[config.mk]
export PLATFORM = sky130hd
export DESIGN_NAME = sdram_access_arbiter
export DESIGN_NICKNAME = d
export VERILOG_FILES = /design/src/rtl/sdram_access_arbiter.sv
export SDC_FILE = /design/constraint.sdc
export NUM_CORES = 1
export LEC_CHECK = 0
export BUFFER_PORTS_ARGS = -buffer_cell sky130_fd_sc_hd__buf_2
export CAP_MARGIN = 20
export CELL_PAD_IN_SITES_DETAIL_PLACEMENT = 1
export CELL_PAD_IN_SITES_GLOBAL_PLACEMENT = 1
export CORE_UTILIZATION = 30
export CTS_BUF_LIST = sky130_fd_sc_hd__clkbuf_4 sky130_fd_sc_hd__clkbuf_8
export DETAILED_ROUTE_END_ITERATION = 7
export PLACE_DENSITY = 0.83
export SYNTH_ARGS = -nofsm -noshare
export SYNTH_HDL_FRONTEND = slang
export SYNTH_SLANG_ARGS = --single-unit
[constraint.sdc]
create_clock -name clk -period 2.1 [get_ports clk]
set_input_delay 0.315 -clock clk [delete_from_list [all_inputs] [get_ports clk]]
set_output_delay 0.315 -clock clk [all_outputs]
set_load 0.005 [all_outputs]
[src/rtl/sdram_access_arbiter.sv]
// sdram_access_arbiter
//   Shares the single SDRAM command port between VGA scan-out reads, drawing
//   engine writes and periodic refresh. One command is in flight at a time.
//   A command is presented with mem_cmd_valid until mem_cmd_ready, then the
//   arbiter waits for mem_done. After that it returns a one-cycle grant to the
//   requester that owned the command.
//
//   Optional build macro: DRAW_FAIRNESS_EN
//     When defined, after MAX_VGA_BURST consecutive VGA grants taken while draw
//     was waiting, draw wins the next decision. When undefined, priority is
//     strictly refresh > VGA > draw, and MAX_VGA_BURST has no effect.
//
// Ports
//   clk, rst                  memory-domain clock, synchronous active-high reset
//   vga_req/vga_addr          VGA read request (held until vga_gnt)
//   vga_gnt/vga_rdata         read-done pulse and its data
//   draw_req/draw_addr/data   draw write request (held until draw_gnt)
//   draw_gnt                  write-done pulse
//   mem_cmd_valid/cmd/addr/wdata, mem_cmd_ready   command handshake to controller
//   mem_done/mem_rdata        completion pulse and read data from controller
//   refresh_overrun           sticky: refresh interval expired with two owed

module sdram_access_arbiter #(
  parameter int ADDR_W         = 23,
  parameter int DATA_W         = 32,
  parameter int REFRESH_CYCLES = 1040,
  parameter int MAX_VGA_BURST  = 4
) (
  input  logic              clk,
  input  logic              rst,
  input  logic              vga_req,
  input  logic [ADDR_W-1:0] vga_addr,
  output logic              vga_gnt,
  output logic [DATA_W-1:0] vga_rdata,
  input  logic              draw_req,
  input  logic [ADDR_W-1:0] draw_addr,
  input  logic [DATA_W-1:0] draw_data,
  output logic              draw_gnt,
  output logic              mem_cmd_valid,
  output logic [1:0]        mem_cmd,
  output logic [ADDR_W-1:0] mem_addr,
  output logic [DATA_W-1:0] mem_wdata,
  input  logic              mem_cmd_ready,
  input  logic              mem_done,
  input  logic [DATA_W-1:0] mem_rdata,
  output logic              refresh_overrun
);

  localparam logic [1:0] CMD_READ    = 2'b00;
  localparam logic [1:0] CMD_WRITE   = 2'b01;
  localparam logic [1:0] CMD_REFRESH = 2'b10;

  localparam int RW = (REFRESH_CYCLES > 1) ? $clog2(REFRESH_CYCLES) : 1;
  localparam logic [RW-1:0] REF_LAST = RW'(REFRESH_CYCLES - 1);

  typedef enum logic [1:0] {
    IDLE  = 2'd0,
    ISSUE = 2'd1,
    WAIT  = 2'd2
  } state_t;

  state_t          state;
  logic [RW-1:0]   ref_cnt;
  logic [1:0]      owed;

  logic wrap;
  logic refresh_done;
  logic grant_pending;
  logic draw_first;
  logic pick_refresh;
  logic pick_vga;
  logic pick_draw;

  // ---------------------------------------------------------------------------
  // Refresh timer and owed-refresh bookkeeping
  // ---------------------------------------------------------------------------
  always_comb begin
    wrap         = (ref_cnt == REF_LAST);
    refresh_done = (state == WAIT) && mem_done && (mem_cmd == CMD_REFRESH);
  end

  always_ff @(posedge clk) begin
    if (rst) begin
      ref_cnt         <= '0;
      owed            <= '0;
      refresh_overrun <= 1'b0;
    end else begin
      ref_cnt <= wrap ? '0 : ref_cnt + 1'b1;
      case ({wrap, refresh_done})
        2'b10:   if (owed != 2'd2) owed <= owed + 2'd1;
        2'b01:   owed <= owed - 2'd1;
        default: owed <= owed;
      endcase
      if (wrap && (owed == 2'd2))
        refresh_overrun <= 1'b1;
    end
  end

  // ---------------------------------------------------------------------------
  // Winner selection
  // ---------------------------------------------------------------------------
  // The cycle a grant pulse is visible, the requester has not yet had a
  // chance to drop its held request, so no decision is taken in that cycle.
  always_comb begin
    grant_pending = vga_gnt | draw_gnt;
    pick_refresh  = (owed != 2'd0);
    pick_vga      = !pick_refresh && vga_req && !draw_first;
    pick_draw     = !pick_refresh && draw_req && (!vga_req || draw_first);
  end

`ifdef DRAW_FAIRNESS_EN
  localparam int SW = $clog2(MAX_VGA_BURST + 1);
  localparam logic [SW-1:0] STREAK_MAX = SW'(MAX_VGA_BURST);

  logic [SW-1:0] streak;

  always_comb begin
    draw_first = draw_req && (streak == STREAK_MAX);
  end

  // Streak counts VGA wins that made a waiting draw request wait longer.
  always_ff @(posedge clk) begin
    if (rst) begin
      streak <= '0;
    end else if ((state == IDLE) && !grant_pending) begin
      if (pick_draw)
        streak <= '0;
      else if (pick_vga)
        streak <= !draw_req ? '0 :
                  (streak == STREAK_MAX) ? streak : streak + 1'b1;
    end
  end
`else
  always_comb begin
    draw_first = 1'b0;
  end
`endif

  // ---------------------------------------------------------------------------
  // Command FSM with registered outputs
  // ---------------------------------------------------------------------------
  always_ff @(posedge clk) begin
    if (rst) begin
      state         <= IDLE;
      mem_cmd_valid <= 1'b0;
      mem_cmd       <= '0;
      mem_addr      <= '0;
      mem_wdata     <= '0;
      vga_gnt       <= 1'b0;
      draw_gnt      <= 1'b0;
      vga_rdata     <= '0;
    end else begin
      vga_gnt  <= 1'b0;
      draw_gnt <= 1'b0;
      case (state)
        IDLE: begin
          if (!grant_pending) begin
            if (pick_refresh) begin
              mem_cmd       <= CMD_REFRESH;
              mem_addr      <= '0;
              mem_wdata     <= '0;
              mem_cmd_valid <= 1'b1;
              state         <= ISSUE;
            end else if (pick_vga) begin
              mem_cmd       <= CMD_READ;
              mem_addr      <= vga_addr;
              mem_wdata     <= '0;
              mem_cmd_valid <= 1'b1;
              state         <= ISSUE;
            end else if (pick_draw) begin
              mem_cmd       <= CMD_WRITE;
              mem_addr      <= draw_addr;
              mem_wdata     <= draw_data;
              mem_cmd_valid <= 1'b1;
              state         <= ISSUE;
            end
          end
        end
        ISSUE: begin
          if (mem_cmd_ready) begin
            mem_cmd_valid <= 1'b0;
            state         <= WAIT;
          end
        end
        WAIT: begin
          if (mem_done) begin
            state <= IDLE;
            case (mem_cmd)
              CMD_READ: begin
                vga_gnt   <= 1'b1;
                vga_rdata <= mem_rdata;
              end
              CMD_WRITE: draw_gnt <= 1'b1;
              default:   ;
            endcase
          end
        end
        default: state <= IDLE;
      endcase
    end
  end

endmodule

==> results of run 1 <==
[layout make-up]
| class | instances | area share |
|---|---|---|
| clock buffers | 9 | 0.0227 |
| clock inverters | 6 | 0.0135 |
| inverters | 2 | 0.00138 |
| multi-input cells | 297 | 0.312 |
| flip-flops and latches | 108 | 0.397 |
| well taps | 172 | 0.0395 |
| repair buffers | 220 | 0.214 |
[kinds of logic (layout without fill, tap and decap cells)]
family                     count (synthesis)  count (layout)  share of synthesized area
muxes                                      3               3                    0.00786
xor gates and xnor gates                   9               9                     0.0198
AOI/OAI and AO/OA                        117             117                      0.183
adders and majority gates                  1               1                    0.00314
DFF                                      108             108                      0.543
and+or+nand+nor                          167             167                      0.208
buffers and inverters                     34             237                     0.0349
[cell usage in the layout, fill, tap and decap left out, types with 2 or more instances in the layout]
master / count
xor2_1: 5
nand2_1: 90
nor3_1: 9
a221oi_1: 3
buf_12: 3
clkinvlp_4: 2
a22o_1: 31
inv_1: 2
xnor2_1: 4
clkbuf_8: 9
dfxtp_1: 108
and4_1: 21
or3_1: 3
mux2i_1: 2
o21a_1: 2
o21ai_0: 20
nor2_1: 24
a21oi_1: 55
nand4_1: 2
nand3_1: 3
buf_4: 9
nand2b_1: 2
buf_2: 208
a31oi_1: 2
[final timing paths]
check | startpoint | endpoint | slack [ns] | cells after the start
hold reg to reg | vga_rdata[5]$_SDFFE_PP0P_ | vga_rdata[5]$_SDFFE_PP0P_ | 0.46 | 2
hold / removal | draw_addr[4] | mem_addr[4]$_SDFFE_PP0P_ | 0.12 | 3
setup reg to reg | ref_cnt[6]$_SDFF_PP0_ | owed[1]$_SDFFE_PP0P_ | 0.21 | 4
setup / recovery | ref_cnt[6]$_SDFF_PP0_ | owed[1]$_SDFFE_PP0P_ | 0.21 | 4
[Yosys cell counts (all sizes together)]
library cell  instances
and4b                 1
nor3                 11
a21oi                55
clkbuf               23
o21a                  2
mux2                  1
nor4                  1
nor4b                 1
nand2                90
o211ai                1
xor2                  5
ha                    1
and3                  1
nor2b                 1
or2                   1
buf                   9
or4b                  1
a211oi                1
a22o                 31
a221oi                3
o21ai                21
nand2b                2
nand3                 3
nand4                 2
or3                   3
and4                 21
nand3b                1
mux2i                 2
xnor2                 4
a31oi                 2
dfxtp               108
or3b                  1
inv                   2
and2                  1
nor2                 25
a21o                  1
[state kept, by name, summed over array words and instances (netlist names), 2 cells and up]
name,count
vga_rdata,32
ref_cnt,11
mem_addr,23
owed,2
state,2
mem_cmd,2
mem_wdata,32
[power breakdown]
group	leakage, nW	total [mW]	internal [mW]	switching (mW)
logic	1.51	0.522	0.253	0.269
clock network	0.0938	1.30	0.559	0.740
registers	0.879	2.20	2.14	0.0588
total	2.49	4.02	2.96	1.07
[metal layers]
layer / wire length (um) / up-vias / GRT usage
met4: 271 / 0 / 0.0793
li1: - / 1930 / -
met5: 0 / - / 0
met2: 5870 / 146 / 0.302
met3: 975 / 21 / 0.0628
met1: 5210 / 1894 / 0.203
[through the flow]
stage	utilization	worst slack, ns	power, mW	cell area, um^2	std cells
2_1_floorplan	-	0.315	2.47	3980	439
3_3_place_gp	0.411	0.268	2.75	5240	799
3_5_place_dp	0.411	0.109	2.77	5240	799
4_1_cts	0.426	0.131	4.09	5440	814
5_1_grt	0.427	0.129	4.23	5450	814
6_report	0.427	0.209	4.02	5450	814
[critical path: stages (launching register included)]
cell     delay, ns
dfxtp_1       0.36
or4b_4        0.56
nor3_4        0.29
mux2i_1       0.24
mux2_1        0.34
[timing repair]
| item | 4_1_cts | 5_1_grt |
|---|---|---|
| endpoints found under the hold margin | 0 | 0 |
| resized for setup | 0 | 1 |
| setup endpoints to repair | 0 | 2 |
==> results.tsv, run 1 <==
metric	value	unit
outcome	completed	
Via density	4.90	
worst hold margin	0.121	ns
drt initial violations	213	
CP arrival	2.17	ns
Remaining DRCs	0	
layout cells sized above 1	0.380	
final net count	755	
Worst setup SP type	flip-flop	
IO Pins	209	
Netlist Area Pre-Place	3980	um^2
routed length per instance	15.1	um
H-Tree Depth	3	
max-slew violation count	0	
PwrDens	738	nW/um^2
Critical Path RT	2.38	ns
synth top area cells	dfxtp_1, nand2_1, a21oi_1	
synthesis-stage register bit count	108	
Buffers on Ports	208	
setup violators final	0	
Root Driver	clkbuf_8	
fmax	0.529	GHz
CTS Buffer Depth	2	
Max Cap Viol	0	
Synth cell types	38	
DR vias	3991	
CTS Sinks	108	
clk slew on worst S/H paths	0.11	ns
pin count of the biggest net entering global routing	62	
Filler cells	1561	
Clock Latency Late Sink	0.39	ns
die area	13700	um^2
initial antenna violation count	0	
Synth area leader	dfxtp_1	
CTS tree	yes	
hold crit path type	input port to flip-flop	
CTS Hold Bufs	0	
Total Routing Usage GR	0.179	
Detail Placement HPWL	9.14	mm
Initial Utilization	0.311	
Post-Route WL	12.3	mm
syn_nets	556	
VDD IR max	0.482	mV
total CTS buffers	9	
drt first pass iters	4	
Leakage	2.49	nW
Inserted Diodes	0	
kind of critical path	flip-flop to flip-flop	
Synth Instances	439	
FF/Latch Area	2160	um^2
Layout Area Growth over Synthesis	36.9	%
row cnt	41	
placer congestion estimate	0.746	
global-route wire length before repair	18.9	mm
Final Hold Fails	0	
postcts setup bufs	0	
Worst Skew	0.0161	ns
slew margin rel.	0.551	
Core ar.	12800	um^2
syn avg cell area	9.06	um^2
CP Capture Type	flip-flop	
Tmin final	1.89	ns
Seq/Total Area, Yosys	0.543	
share of the synthesized area in the top cell type	0.543	
unrepaired setup endpoints after global routing	no	
YS warnings	0	
final setup TNS	0	ns
ANT nets after route	0	
fin crit share	0.900	
Worst Max-Slew Pin Slew	0.671	ns
CP Max Fanout	6	
vias in the first global route	3882	
area of the multi-input gates	1700	um^2
Die W	117	um
Die H	117	um
GRT overflow	0	
Power figures use the tool's default switching activity.
==> run 2, diff against run 1 <==
--- a/config.mk
+++ b/config.mk
@@ -5,6 +5,7 @@
 export SDC_FILE = /design/constraint.sdc
 export NUM_CORES = 1
 export LEC_CHECK = 0
+export ABC_AREA = 1
 export BUFFER_PORTS_ARGS = -buffer_cell sky130_fd_sc_hd__buf_2
 export CAP_MARGIN = 20
 export CELL_PAD_IN_SITES_DETAIL_PLACEMENT = 1
==> results.tsv, run 2 <==
metric	value	unit	change
Root Driver	clkbuf_8		
async set-reset flop share out of synthesis	0		unchanged
worst reg-to-reg setup slack	0.39	ns	+0.18 ns
Initial Utilization	0.309		-0.00246
CTS tree	yes		
VDD IR max	0.374	mV	-22%
initial antenna violation count	0		unchanged
R2R Path End	mem_wdata[20]$_SDFFE_PP0P_		
YS warnings	0		unchanged
largest family of logic cells by synthesized area	simple AND/OR/NAND/NOR gates		
Detail Placement HPWL	9.37	mm	+2.5%
Filler cells	1851		+19%
Comb pwr share	0.264		+0.134
synth top area cells	dfxtp_1, nand2_1, o21ai_0		
setup violators final	0		unchanged
Die W	122	um	+4.2%
total CTS buffers	9		unchanged
Final Hold Fails	0		unchanged
share of the synthesized area in the top cell type	0.500		-0.0433
outcome	completed		
Core ar.	14000	um^2	+9.5%
postcts setup bufs	0		unchanged
CP arrival	2.01	ns	-0.16 ns
GRT overflow	0		unchanged
Total Routing Usage GR	0.170		-0.00875
Tmin final	1.71	ns	-0.176 ns
drt first pass iters	4		unchanged
most frequent cells in the layout	buf_2, dfxtp_1, nand2_1, nor2_1, inv_1		
drt initial violations	143		-33%
Worst Max-Slew Pin Slew	0.631	ns	-0.0396 ns
die area	14900	um^2	+8.5%
crit path max-delay cell type	dfxtp_1		
final net count	898		+19%
clock share of power	0.241		-0.082
CTS Hold Bufs	0		unchanged
hold crit path type	input port to flip-flop		
Compound-Gate Fraction of Synth Area	0.151		-0.0316
CP Max Fanout	33		+27
unrepaired setup endpoints after global routing	no		
mux contribution to synthesized area	0		-0.00786
R2R depth	5		+1
Inserted Diodes	0		unchanged
ANT nets after route	0		unchanged
IO Pins	209		unchanged
Synth Instances	585		+33%
Worst setup SP type	flip-flop		
placer congestion estimate	0.740		-0.92%
fmax	0.583	GHz	+10%
Primary FF master, synth	dfxtp_1		
layout cells sized above 1	0.312		-0.0684
clk slew on worst S/H paths	0.10	ns	about the same
Post-Synth Adder-Cell Area	0.00289		-0.000250
synth cell count leaders	dfxtp_1, nand2_1, nor2_1, inv_1, o21ai_0		
WL met1	5.17	mm	-0.75%
PwrDens	890	nW/um^2	+21%
slew margin rel.	0.579		+0.0280
Post-Synth Simple-Gate Area	0.235		+0.0272
vias in the first global route	4276		+10%
final setup margin	0.386	ns	+0.176 ns
Via density	4.55		-7.1%
max layer used	met4		
family with the most delay on the worst path	simple AND/OR/NAND/NOR gates		
Critical Path RT	2.39	ns	about the same
Clock Latency Late Sink	0.37	ns	-0.02 ns
Remaining DRCs	0		unchanged
critical-path cell list	nor2_1 -> nand3_4 -> inv_4 -> nand3_4 -> o21ai_1		
worst r2r src	state[0]$_SDFFE_PP0P_		
CTS Sinks	108		unchanged
syn avg cell area	7.39	um^2	-18%
biggest regs	mem_wdata x32, vga_rdata x32, mem_addr x23		
routed wl met3	1.10	mm	+12%
Synth cell types	28		-26%
power share of the sequential group	0.495		-0.052
P_sw	1.68	mW	+58%
Buffers on Ports	208		unchanged
max-slew violation count	0		unchanged
number of buffer and inverter stages on the critical path	1		+1
Int Power	3.35	mW	+13%
CP most frequent cell	nand3_4		
fin crit share	0.816		-0.0840
routed length per instance	13.0	um	-14%
Largest stage delay, worst path	0.38	ns	-0.18 ns
kind of critical path	flip-flop to flip-flop		
DR vias	4399		+10%
Total Power	5.04	mW	+25%
Seq/Total Area, Yosys	0.500		-0.0433
PostCTS Resize Cnt	0		unchanged
Netlist Area Pre-Place	4320	um^2	+8.6%
final setup TNS	0	ns	unchanged
Placement Setup Slack	0.349	ns	+0.240 ns
WHS Endpoint	mem_wdata[10]$_SDFFE_PP0P_		
Die H	122	um	+4.2%
synthesis-stage register bit count	108		unchanged
Leakage	2.86	nW	+15%
switch share	0.335		+0.0692
Max Cap Viol	0		unchanged
row cnt	43		+4.9%
global-route wire length before repair	19.9	mm	+5.4%
most frequent cell after synthesis	dfxtp_1		
CP Capture Type	flip-flop		
XOR/XNOR Fraction of Synth Area	0		-0.0198
met2 wire length	6.09	mm	+3.9%
H-Tree Depth	3		unchanged
Synth area leader	dfxtp_1		
Worst Skew	0.0117	ns	-0.00433 ns
pin count of the biggest net entering global routing	59		-4.8%
Post-Route WL	12.5	mm	+1.7%
Layout Area Growth over Synthesis	30.9	%	
CTS Buffer Depth	2		unchanged
number of synthesized flops with an enable pin	0		unchanged
HP Start	draw_data[10]		
syn_nets	702		+26%
commonest non-fill, non-tap cell in the layout	buf_2		
Hold Path Stages	3		unchanged
[run 2: cell types whose count changed in the layout (fill, tap and decap cells not counted), moves of 20 or more]
| cell | before | now |
|---|---|---|
| o21ai_1 | 0 | 30 |
| a22o_1 | 31 | 0 |
| nand3_1 | 3 | 43 |
| a21oi_1 | 55 | 35 |
| o21ai_0 | 20 | 62 |
| inv_1 | 2 | 75 |
| nor2_1 | 24 | 81 |
| and4_1 | 21 | 0 |
[run 2: how the worst max path moves through the flow]
| stage | end | slack (ns) | start | cells after the start |
|---|---|---|---|---|
| 2_1_floorplan | owed[1]$_SDFFE_PP0P_ | 0.81 | ref_cnt[0]$_SDFF_PP0_ | 8 |
| 3_3_place_gp | mem_wdata[30]$_SDFFE_PP0P_ | 0.42 | state[0]$_SDFFE_PP0P_ | 5 |
| 3_5_place_dp | mem_wdata[20]$_SDFFE_PP0P_ | 0.35 | state[0]$_SDFFE_PP0P_ | 5 |
| 4_1_cts | mem_wdata[20]$_SDFFE_PP0P_ | 0.33 | state[0]$_SDFFE_PP0P_ | 5 |
| 5_1_grt | mem_wdata[30]$_SDFFE_PP0P_ | 0.14 | owed[0]$_SDFFE_PP0P_ | 8 |
| 6_report | mem_wdata[20]$_SDFFE_PP0P_ | 0.39 | state[0]$_SDFFE_PP0P_ | 5 |
[run 2: cells by family after synthesis]
group / after synthesis
buffers and inverters: 110
DFF: 108
and+or+nand+nor: 237
adders and majority gates: 1
AOI/OAI and AO/OA: 129
[run 2: power by group through the flow]
| stage | combinational, mW | sequential (mW) | clock (mW) |
|---|---|---|---|
| after global placement | 1.33 | 2.52 | 0 |
| after global routing | 1.52 | 2.53 | 1.36 |
| after CTS | 1.36 | 2.50 | 1.28 |
| after floorplan | 0.818 | 2.55 | 0 |
| after detailed placement | 1.36 | 2.54 | 0 |
| final | 1.33 | 2.49 | 1.21 |
[run 2: worst min-delay path: stages]
cell     delay (ns)
buf_2          0.09
inv_1          0.04
o21ai_1        0.05
[run 2: layout make-up]
cell class                 count  area (um^2)  share of cell area
multi-input combinational    367         1680               0.297
sequential                   108         2160               0.382
timing repair buffer         217         1110               0.196
clock inverter                 4         32.5             0.00575
inverter                      78          295              0.0522
tap                          180          225              0.0398
clock buffer                  12          153              0.0270
[run 2: stage by stage]
stage               cell area [um^2]  utilization  hold slack (ns)  cells
floorplan                       4320            -            0.418    585
global placement                5470        0.391            0.427    950
detailed placement              5470        0.391            0.436    950
CTS                             5660        0.405            0.141    966
global route                    5660        0.405            0.154    966
finish                          5660        0.405            0.170    966
[run 2: layer usage]
metal / up-vias / track usage
li1: 2238 / -
met1: 2014 / 0.184
met2: 134 / 0.299
met3: 13 / 0.0641
met4: 0 / 0.0625
met5: - / 0
